--- config.mk ---
export PLATFORM = sky130hd
export DESIGN_NAME = cbus_arbiter_rr
export DESIGN_NICKNAME = d
export VERILOG_FILES = /design/src/rtl/cbus_arbiter_rr.sv
export SDC_FILE = /design/constraint.sdc
export NUM_CORES = 1
export LEC_CHECK = 0
export CELL_PAD_IN_SITES_DETAIL_PLACEMENT = 2
export CELL_PAD_IN_SITES_GLOBAL_PLACEMENT = 2
export CORE_ASPECT_RATIO = 2
export CORE_MARGIN = 3
export CORE_UTILIZATION = 10
export DETAILED_ROUTE_END_ITERATION = 8
export GPL_ROUTABILITY_DRIVEN = 0
export PLACE_DENSITY = 0.95
export SLEW_MARGIN = 30
export SYNTH_ARGS = -nofsm -noshare
export SYNTH_HDL_FRONTEND = slang
export SYNTH_SLANG_ARGS = --single-unit
--- constraint.sdc ---
create_clock -name clk -period 1.1 [get_ports clk]
set_input_delay 0.165 -clock clk [delete_from_list [all_inputs] [get_ports clk]]
set_output_delay 0.165 -clock clk [all_outputs]
set_load 0.02 [all_outputs]
--- src/rtl/cbus_arbiter_rr.sv ---
// rtl/cbus_arbiter_rr.sv - N-port CBus arbiter (round-robin or fixed priority), optional watchdog via CBUS_ARB_WATCHDOG_EN

package cbus_pkg;

    typedef struct packed {
        logic        valid;
        logic        is_write;
        logic [2:0]  size;
        logic [31:0] addr;
        logic [31:0] data;
        logic [7:0]  len;
    } cbus_req_t;

    typedef struct packed {
        logic        ready;
        logic        last;
        logic [31:0] data;
    } cbus_resp_t;

endpackage

module cbus_arbiter_rr
    import cbus_pkg::*;
#(
    parameter int NUM_PORTS       = 2,
    parameter int PRIORITY_MODE   = 0,
    parameter int WATCHDOG_CYCLES = 1024
) (
    input  logic                         clk,
    input  logic                         reset,
    input  cbus_req_t                    ireqs  [NUM_PORTS],
    output cbus_resp_t                   iresps [NUM_PORTS],
    output cbus_req_t                    oreq,
    input  cbus_resp_t                   oresp,
    output logic [$clog2(NUM_PORTS)-1:0] grant_idx,
    output logic                         busy,
    output logic                         timeout
);

    localparam int IDX_W = $clog2(NUM_PORTS);

    if (NUM_PORTS < 2 || WATCHDOG_CYCLES < 1) begin : g_bad_params
        $error("cbus_arbiter_rr: NUM_PORTS must be >= 2 and WATCHDOG_CYCLES >= 1");
    end

    typedef enum logic {
        S_IDLE = 1'b0,
        S_BUSY = 1'b1
    } state_t;

    state_t             r_state;
    logic               r_busy;
    logic [IDX_W-1:0]   r_grant;
    logic [IDX_W-1:0]   r_ptr;

    logic               w_any_valid;
    logic [IDX_W-1:0]   w_winner;
    logic [IDX_W-1:0]   w_start;
    logic [IDX_W-1:0]   w_next_ptr;
    int                 w_pos;

`ifdef CBUS_ARB_WATCHDOG_EN
    localparam int               WD_W    = $clog2(WATCHDOG_CYCLES + 1);
    localparam logic [WD_W-1:0]  WD_LAST = WD_W'(WATCHDOG_CYCLES - 1);

    logic               r_timeout;
    logic [WD_W-1:0]    r_wd_cnt;
`endif

    // Fixed priority always scans from port 0; round-robin scans from the pointer.
    assign w_start    = (PRIORITY_MODE != 0) ? '0 : r_ptr;
    assign w_next_ptr = (r_grant == IDX_W'(NUM_PORTS - 1)) ? '0 : r_grant + IDX_W'(1);

    // Winner search: scan backwards so the first valid port in scan order is the last one written.
    always_comb begin
        w_any_valid = 1'b0;
        w_winner    = '0;
        w_pos       = 0;
        for (int k = NUM_PORTS - 1; k >= 0; k--) begin
            w_pos = int'(w_start) + k;
            if (w_pos >= NUM_PORTS) begin
                w_pos = w_pos - NUM_PORTS;
            end
            if (ireqs[IDX_W'(w_pos)].valid) begin
                w_any_valid = 1'b1;
                w_winner    = IDX_W'(w_pos);
            end
        end
    end

    // Arbitration FSM: latch a winner in IDLE, hold the grant until the last beat (or watchdog expiry).
    always_ff @(posedge clk or posedge reset) begin
        if (reset) begin
            r_state   <= S_IDLE;
            r_busy    <= 1'b0;
            r_grant   <= '0;
            r_ptr     <= '0;
`ifdef CBUS_ARB_WATCHDOG_EN
            r_timeout <= 1'b0;
            r_wd_cnt  <= '0;
`endif
        end else begin
            case (r_state)
                S_IDLE: begin
`ifdef CBUS_ARB_WATCHDOG_EN
                    r_wd_cnt <= '0;
`endif
                    if (w_any_valid) begin
                        r_state <= S_BUSY;
                        r_busy  <= 1'b1;
                        r_grant <= w_winner;
                    end
                end
                S_BUSY: begin
                    if (oresp.ready && oresp.last) begin
                        r_state <= S_IDLE;
                        r_busy  <= 1'b0;
                        if (PRIORITY_MODE == 0) begin
                            r_ptr <= w_next_ptr;
                        end
                    end
`ifdef CBUS_ARB_WATCHDOG_EN
                    else if (oresp.ready) begin
                        r_wd_cnt <= '0;
                    end else if (r_wd_cnt == WD_LAST) begin
                        // Slave went silent: abandon the burst, the requester never sees last.
                        r_timeout <= 1'b1;
                        r_state   <= S_IDLE;
                        r_busy    <= 1'b0;
                        if (PRIORITY_MODE == 0) begin
                            r_ptr <= w_next_ptr;
                        end
                    end else begin
                        r_wd_cnt <= r_wd_cnt + WD_W'(1);
                    end
`endif
                end
                default: begin
                    r_state <= S_IDLE;
                    r_busy  <= 1'b0;
                end
            endcase
        end
    end

    // Combinational pass-through while a grant is held; everything zero otherwise.
    always_comb begin
        oreq   = '0;
        iresps = '{default: '0};
        if (r_state == S_BUSY) begin
            oreq             = ireqs[r_grant];
            iresps[r_grant]  = oresp;
        end
    end

    assign grant_idx = r_grant;
    assign busy      = r_busy;

`ifdef CBUS_ARB_WATCHDOG_EN
    assign timeout = r_timeout;
`else
    assign timeout = 1'b0;
`endif

endmodule

# Word-level counts from Yosys, hierarchy flattened
# Cells that the tools add are included.
[word_totals] reg_bits=4 out_inout_bits=148 word_cells=50
[classes] n_addsub=4 n_lt_le_gt_ge=6 eq_ne=2 muxes=24 n_bitwise=5 n_reduce_logical=5
[ops] cell="2-to-1 mux 77 bit" count=8
[ops] cell="bitwise AND 68 bit" count=1
[ops] cell="2-to-1 mux 68 bit" count=1
[ops] cell="demux 34 bit (select 1 bit)" count=1
[ops] cell="2-to-1 mux 34 bit" count=1
[ops] cell="2-to-1 mux 1 bit" count=11
[ops] cell="greater-or-equal comparator 1 x 2 -> 1 bit (second input constant)" count=3
[ops] cell="AND reduction 2 bit" count=3
[ops] cell="greater-or-equal comparator 2 bit (second input constant)" count=2
[ops] cell="one-hot mux 1 bit (2 select lines)" count=2
[ops] cell="inverter 1 bit" count=3
[ops] cell="adder 1 x 1 -> 2 bit (second input constant)" count=1
[ops] cell="logical AND 1 bit" count=2
[ops] cell="less-than comparator 2 x 1 -> 1 bit (second input constant)" count=1
[ops] cell="inequality test 2 x 1 -> 1 bit (second input constant)" count=1
[ops] cell="inequality test 2 bit (second input constant)" count=1
[ops] cell="inverter 1 -> 2 bit" count=1
[ops] cell="subtractor 1 bit (second input constant)" count=2
[ops] cell="adder 1 bit (second input constant)" count=1

# Depth between registers and ports, before layout
# Gate-level depths: netlist of the first run.
[depth] ltp_word=11 depth_mapped=5

# Least setup slack after synthesis of the first run
# Ideal clock, no wire load.
[synth_timing] kind="flip-flop to output port" from="register r_grant, in the netlist grant_idx" to="output oreq[34] in the netlist's numbering" arrival_time_ns=1.340 slack_ns=-0.405 stages_incl_launch_ff=6 cell_sequence="dfrtp_1 > buf_4 > buf_12 > buf_12 > mux2i_1 > nor2b_1"
[synth_lines] element="start, declared" line_no="53" rtl="logic [IDX_W-1:0] r_grant;"
[synth_lines] element="start signal, assigned" line_no="111" rtl="r_grant <= w_winner;"
[synth_lines] element="end, declared" line_no="33" rtl="output cbus_req_t oreq,"

==> results.toml, run 1 <==
[status]
outcome = "finished, violations left"
violations = "setup timing"

[worst_setup_path]
required_ns = 0.94
worst-setup-path-type = "reg -> out"
cp-start-kind = "flip-flop"
arrival_ns = 1.58
cp-end-kind = "primary output"
crit_fanout = 8

[synth]
synth_area_leader_cell = "mux2i_1"
synth_top_area_share_pct = 37.6
yosys_warnings = 0
synth_seq_cells = 4
syn_nets = 455
synth_cell_type_count = 16
syn_area_um2 = 2080
synth_cells = 265
synth_area_leaders = "mux2i_1, nor2b_1, and2_1"
synth_top_family_by_area = "simple AND/OR/NAND/NOR gates"
synthAdderAreaFrac_pct = 0
synth_ff_type = "dfrtp_1"
ys_async_sr_fraction_pct = 100
synth_compound_area_share_pct = 0.722
synth_area_per_cell_um2 = 7.84
synthSimpleGateAreaFrac_pct = 44.9
synth_xor_area_share_pct = 0
synth.area.mux_share_pct = 38.1
ys_seq_area_share_pct = 4.82
synth_edf_count = 0
synth_common_cells = "mux2i_1, nor2b_1, and2_1, and3_1, clkbuf_1"

[sta]
fin_crit_sh_pct = 159
rsz0062_at_grt = "yes"
fin_crit_ns = 1.74
hold_viol_final = 0
hold_ws_ns = 0.130
setup_viol = 148
slew_viol_final = 0
fin_ws_ns = -0.645
fmax_ghz = 0.573
finClkSkew_ns = 0.000239

[layout]
synthToLayoutAreaGrowth_pct = 211
fillers = 2231
design_area_um2 = 6460
antenna_cells = 0
drive_above_1_share_pct = 58.7
fin_nets = 802
final_core_util_pct = 31.6

[global_route]
grt_usage_pct = 12.9
grt_first_pass_wirelength_um = 22200
grt_overflow = 0
grt_pass1_vias = 3783
grt_max_degree = 54
antenna_found_initial = 0

[floorplanning]
row_count = 74
ios = 338
die_w_um = 108
core-area_um2 = 20500
start_util_pct = 10.2
die-area_um2 = 22700
die_y_um = 210

[clocking]
cts.sinks = 4
htreeDepth = 1
cts_tree = "done"
clockBufferDepth = 2
path_clk_slew_ns = 0.03
numCtsBuffers = 3
cts-root-buf = "clkbuf_16"
clk_latency_ns = 0.23

[routing]
drc_errors = 0
wl_per_cell_um = 19.3
dr.pass1.iters = 4
drt_iter0_markers = 33
wirelength_um = 16900
vias = 3351
viasPerCell = 3.83
final_antenna_net_count = 0

[pwr]
p_leak_uw = 0.00292
vdd_drop_max_mv = 0.951
cellPowerDensity_nw_per_um2 = 1850

[placed_design]
port_buffers = 336
post_dp_cell_area_um2 = 6180
dp_slack_ns = -0.799
dp_hpwl_um = 13100

[job]
drv_cap = 0

[worst_hold_path]
hold_path.class = "in -> async"
==> power breakdown <==
group	internal (uW)	switching [uW]
logic	5830	5300
registers	211	36.7
clock network	466	121
total	6510	5460
==> final timing paths <==
check                      slack (ns)         end      start  cells past startpoint
setup / recovery                -0.64  iresps[59]  grant_idx                      6
hold / removal                   0.13   grant_idx      reset                      2
setup reg to reg                -0.17   grant_idx    r_state                      4
hold reg to reg                  0.51   grant_idx      r_ptr                      1
max in group asynchronous        0.79   grant_idx      reset                      2
min in group clk                 0.51   grant_idx      r_ptr                      1
==> kinds of logic (layout without fill, tap and decap cells) <==
logic type             count (synthesis)  count (layout)
and+or+nand+nor                      148             148
muxes                                 79              79
buffers and inverters                 31             376
DFF                                    4               4
AOI/OAI and AO/OA                      2               2
other                                  1               1
==> stage by stage <==
step / instances / power (uW) / TNS, ns
final: 876 / 12000 / -78.14
after CTS: 860 / 11000 / -107.97
after floorplan: 265 / 6470 / -27.11
after detailed placement: 852 / 10300 / -104.80
after global placement: 852 / 10100 / -101.36
after global routing: 876 / 12600 / -85.70
==> per-layer routing <==
layer	GRT usage [%]	share of wire [%]	up-vias	wire, um
met5	0	0	-	0
met4	2.88	1.7	0	295
met3	2.74	6.9	15	1160
met2	27.7	61	191	10400
met1	11.5	30	1570	5070
li1	-	-	1575	-
==> state kept, by name, indices dropped and copies added, names as in the netlist <==
| register | cells |
|---|---|
| busy | 1 |
| r_ptr | 1 |
| grant_idx | 1 |
| r_state | 1 |
==> final cells by class <==
| type | instances | area, um2 | share of cell area, % |
|---|---|---|---|
| clock buffers | 3 | 75.1 | 1.16 |
| repair buffers | 371 | 3620 | 56.1 |
| well taps | 266 | 333 | 5.15 |
| multi-input cells | 230 | 2310 | 35.8 |
| flip-flops and latches | 4 | 105 | 1.63 |
| inverters | 2 | 7.51 | 0.116 |
==> timing repair <==
item,in CTS,in global routing
hold buffers,0,0
setup endpoints to repair,151,151
buffers inserted,3,10
resized for setup,338,388
pin swaps,8,0
gates cloned,2,9
==> critical path, stage by stage (launching register included) <==
cell and delay, ns:
dfrtp_4 0.47, buf_6 0.14, nor2b_4 0.21, buf_12 0.15
clkbuf_16 0.14, and2_4 0.13, buf_6 0.11
==> placed cells by master, fill, tap and decap left out, drive strengths merged <==
master         count
mux2i             78
nand3              1
and2              34
clkbuf            44
dfrtp              4
clkdlybuf4s50    189
dlymetal6s2s       1
buf              140
mux2               1
o21a               2
inv                2
conb               1
nor2b             79
and3              34
Note: power is estimated with default switching activity, not from simulation.
==> inputs of run 2 (changes only) <==
==> constraint.sdc (replaced) <==
create_clock -name clk -period 1.1 [get_ports clk]
set_input_delay 0.11 -clock clk [delete_from_list [all_inputs] [get_ports clk]]
set_output_delay 0.11 -clock clk [all_outputs]
set_load 0.02 [all_outputs]
==> run 2 against run 1 <==
  * The flow still finishes with violations (setup timing)
  * Final cell count is 0.91% higher
  * Fmax up 2.4%
  * Sequential share of layout area shrank 0.064 points
  * Combinational power is 11% higher
  * Utilization up 1.3 points
  * Final area rose by 4.1%
  * Via count rose by 3.4%
  * Setup slack improved by 0.041 ns
  * Sequential power rose by 18%
  * Worst hold slack worse by 0.053 ns
  * Die area is the same
  * Global-route usage rose by 0.40 points
  * Critical endpoint is now iresps[60]
==> results.toml, run 2 (synthesis results as in run 1) <==
[clocking]
cts_tree = "done"
clk_latency_ns = 0.23
htreeDepth = 1
clockBufferDepth = 2
cts.sinks = 4
path_clk_slew_ns = 0.03
cts-root-buf = "clkbuf_16"
numCtsBuffers = 3

[floorplanning]
start_util_pct = 10.2
core-area_um2 = 20500
ios = 338
row_count = 74
die_y_um = 210
die_w_um = 108
die-area_um2 = 22700

[placed_design]
port_buffers = 336
dp_slack_ns = -0.780
dp_hpwl_um = 13800

[worst_setup_path]
cp-end-kind = "primary output"
required_ns = 0.99
cp-start-kind = "flip-flop"
crit_fanout = 17
worst-setup-path-type = "reg -> out"
arrival_ns = 1.59

[worst_hold_path]
hold_path.class = "in -> async"

[routing]
final_antenna_net_count = 0
vias = 3466
viasPerCell = 3.92
wirelength_um = 17400
drc_errors = 0
wl_per_cell_um = 19.7
dr.pass1.iters = 4
drt_iter0_markers = 35

[pwr]
vdd_drop_max_mv = 0.917
cellPowerDensity_nw_per_um2 = 1960
p_leak_uw = 0.00298

[global_route]
grt_pass1_vias = 3864
grt_first_pass_wirelength_um = 23200
top_usage_layer = "met2"
met1_usage_pct = 12.0
grt_use_met2_pct = 29.2
grt_max_degree = 45
grt_usage_pct = 13.3
grt_overflow = 0
grtUsageMet3_pct = 2.46
antenna_found_initial = 0

[sta]
hold_viol_final = 0
rsz0062_at_grt = "yes"
finClkSkew_ns = 0.00212
fin_crit_sh_pct = 155
fin_ws_ns = -0.603
slew_viol_final = 0
fin_crit_ns = 1.70
fmax_ghz = 0.587
setup_viol = 148
setup_tns_ns = -76.31

[status]
outcome = "finished, violations left"
violations = "setup timing"

[layout]
multi_input_area_um2 = 2410
seqCellArea_um2 = 105
antenna_cells = 0
fillers = 2232
synthToLayoutAreaGrowth_pct = 224
final_cell_mix = "clkdlybuf4s50_1, buf_4, nor2b_2"
mostFrequentLayoutCell = "clkdlybuf4s50_1"
drive_above_1_share_pct = 61.3
final_core_util_pct = 32.9
fin_nets = 810

[job]
drv_cap = 0
## run 2: cell count changes in the layout (fill, tap and decap cells not counted), sizes merged
cell    change
buf        +31
clkbuf     -23
## run 2: report_power, final
group / internal [uW] / switching [uW] / total, uW
Combinational: 6740 / 5550 / 12300
Sequential: 212 / 79.7 / 292
Clock: 465 / 111 / 576
Total: 7420 / 5740 / 13200
## run 2: layout make-up
cell class | count | area share [%]
repair buffers | 379 | 56.4
inverters | 2 | 0.112
multi-input cells | 230 | 35.9
clock buffers | 3 | 1.12
flip-flops and latches | 4 | 1.56
well taps | 266 | 4.95
## run 2: worst max-delay path: stages, from the launching register on
cell and delay [ns]:
dfrtp_4 0.51, buf_4 0.19, nor2b_4 0.18, clkbuf_16 0.21, and2_4 0.14, buf_4 0.13
## run 2: worst paths after layout
check                           from    endpoint  slack [ns]  cells past startpoint
max                        grant_idx  iresps[60]       -0.60                      5
min                            reset        busy        0.08                      2
max reg2reg                  r_state   grant_idx       -0.11                      3
min reg2reg                    r_ptr   grant_idx        0.53                      1
max in group asynchronous      reset   grant_idx        0.85                      2
min in group clk               r_ptr   grant_idx        0.53                      1
## run 2: stage by stage
step / cell area [um2] / std cells / hold slack [ns] / total power, uW
finish: 6730 / 884 / 0.0776 / 13200
detailed placement: 6290 / 864 / 0.322 / 10900
global placement: 6290 / 864 / 0.305 / 10600
CTS: 6160 / 869 / 0.0865 / 11300
global route: 6730 / 884 / 0.114 / 13800
floorplan: 2550 / 265 / -0.124 / 6400
## run 2: timing repair
item	CTS	global route
gates resized for setup	624	202
setup buffers	1	12
hold buffers	0	0
cloned	1	7
endpoints found under the setup margin	151	151
pin swaps	1	0
## run 2: metal layers
| metal | vias to the layer above | share of wire [%] |
|---|---|---|
| met5 | - | 0 |
| met4 | 0 | 1.9 |
| met3 | 20 | 6.4 |
| met2 | 190 | 63 |
| met1 | 1658 | 29 |
| li1 | 1598 | - |
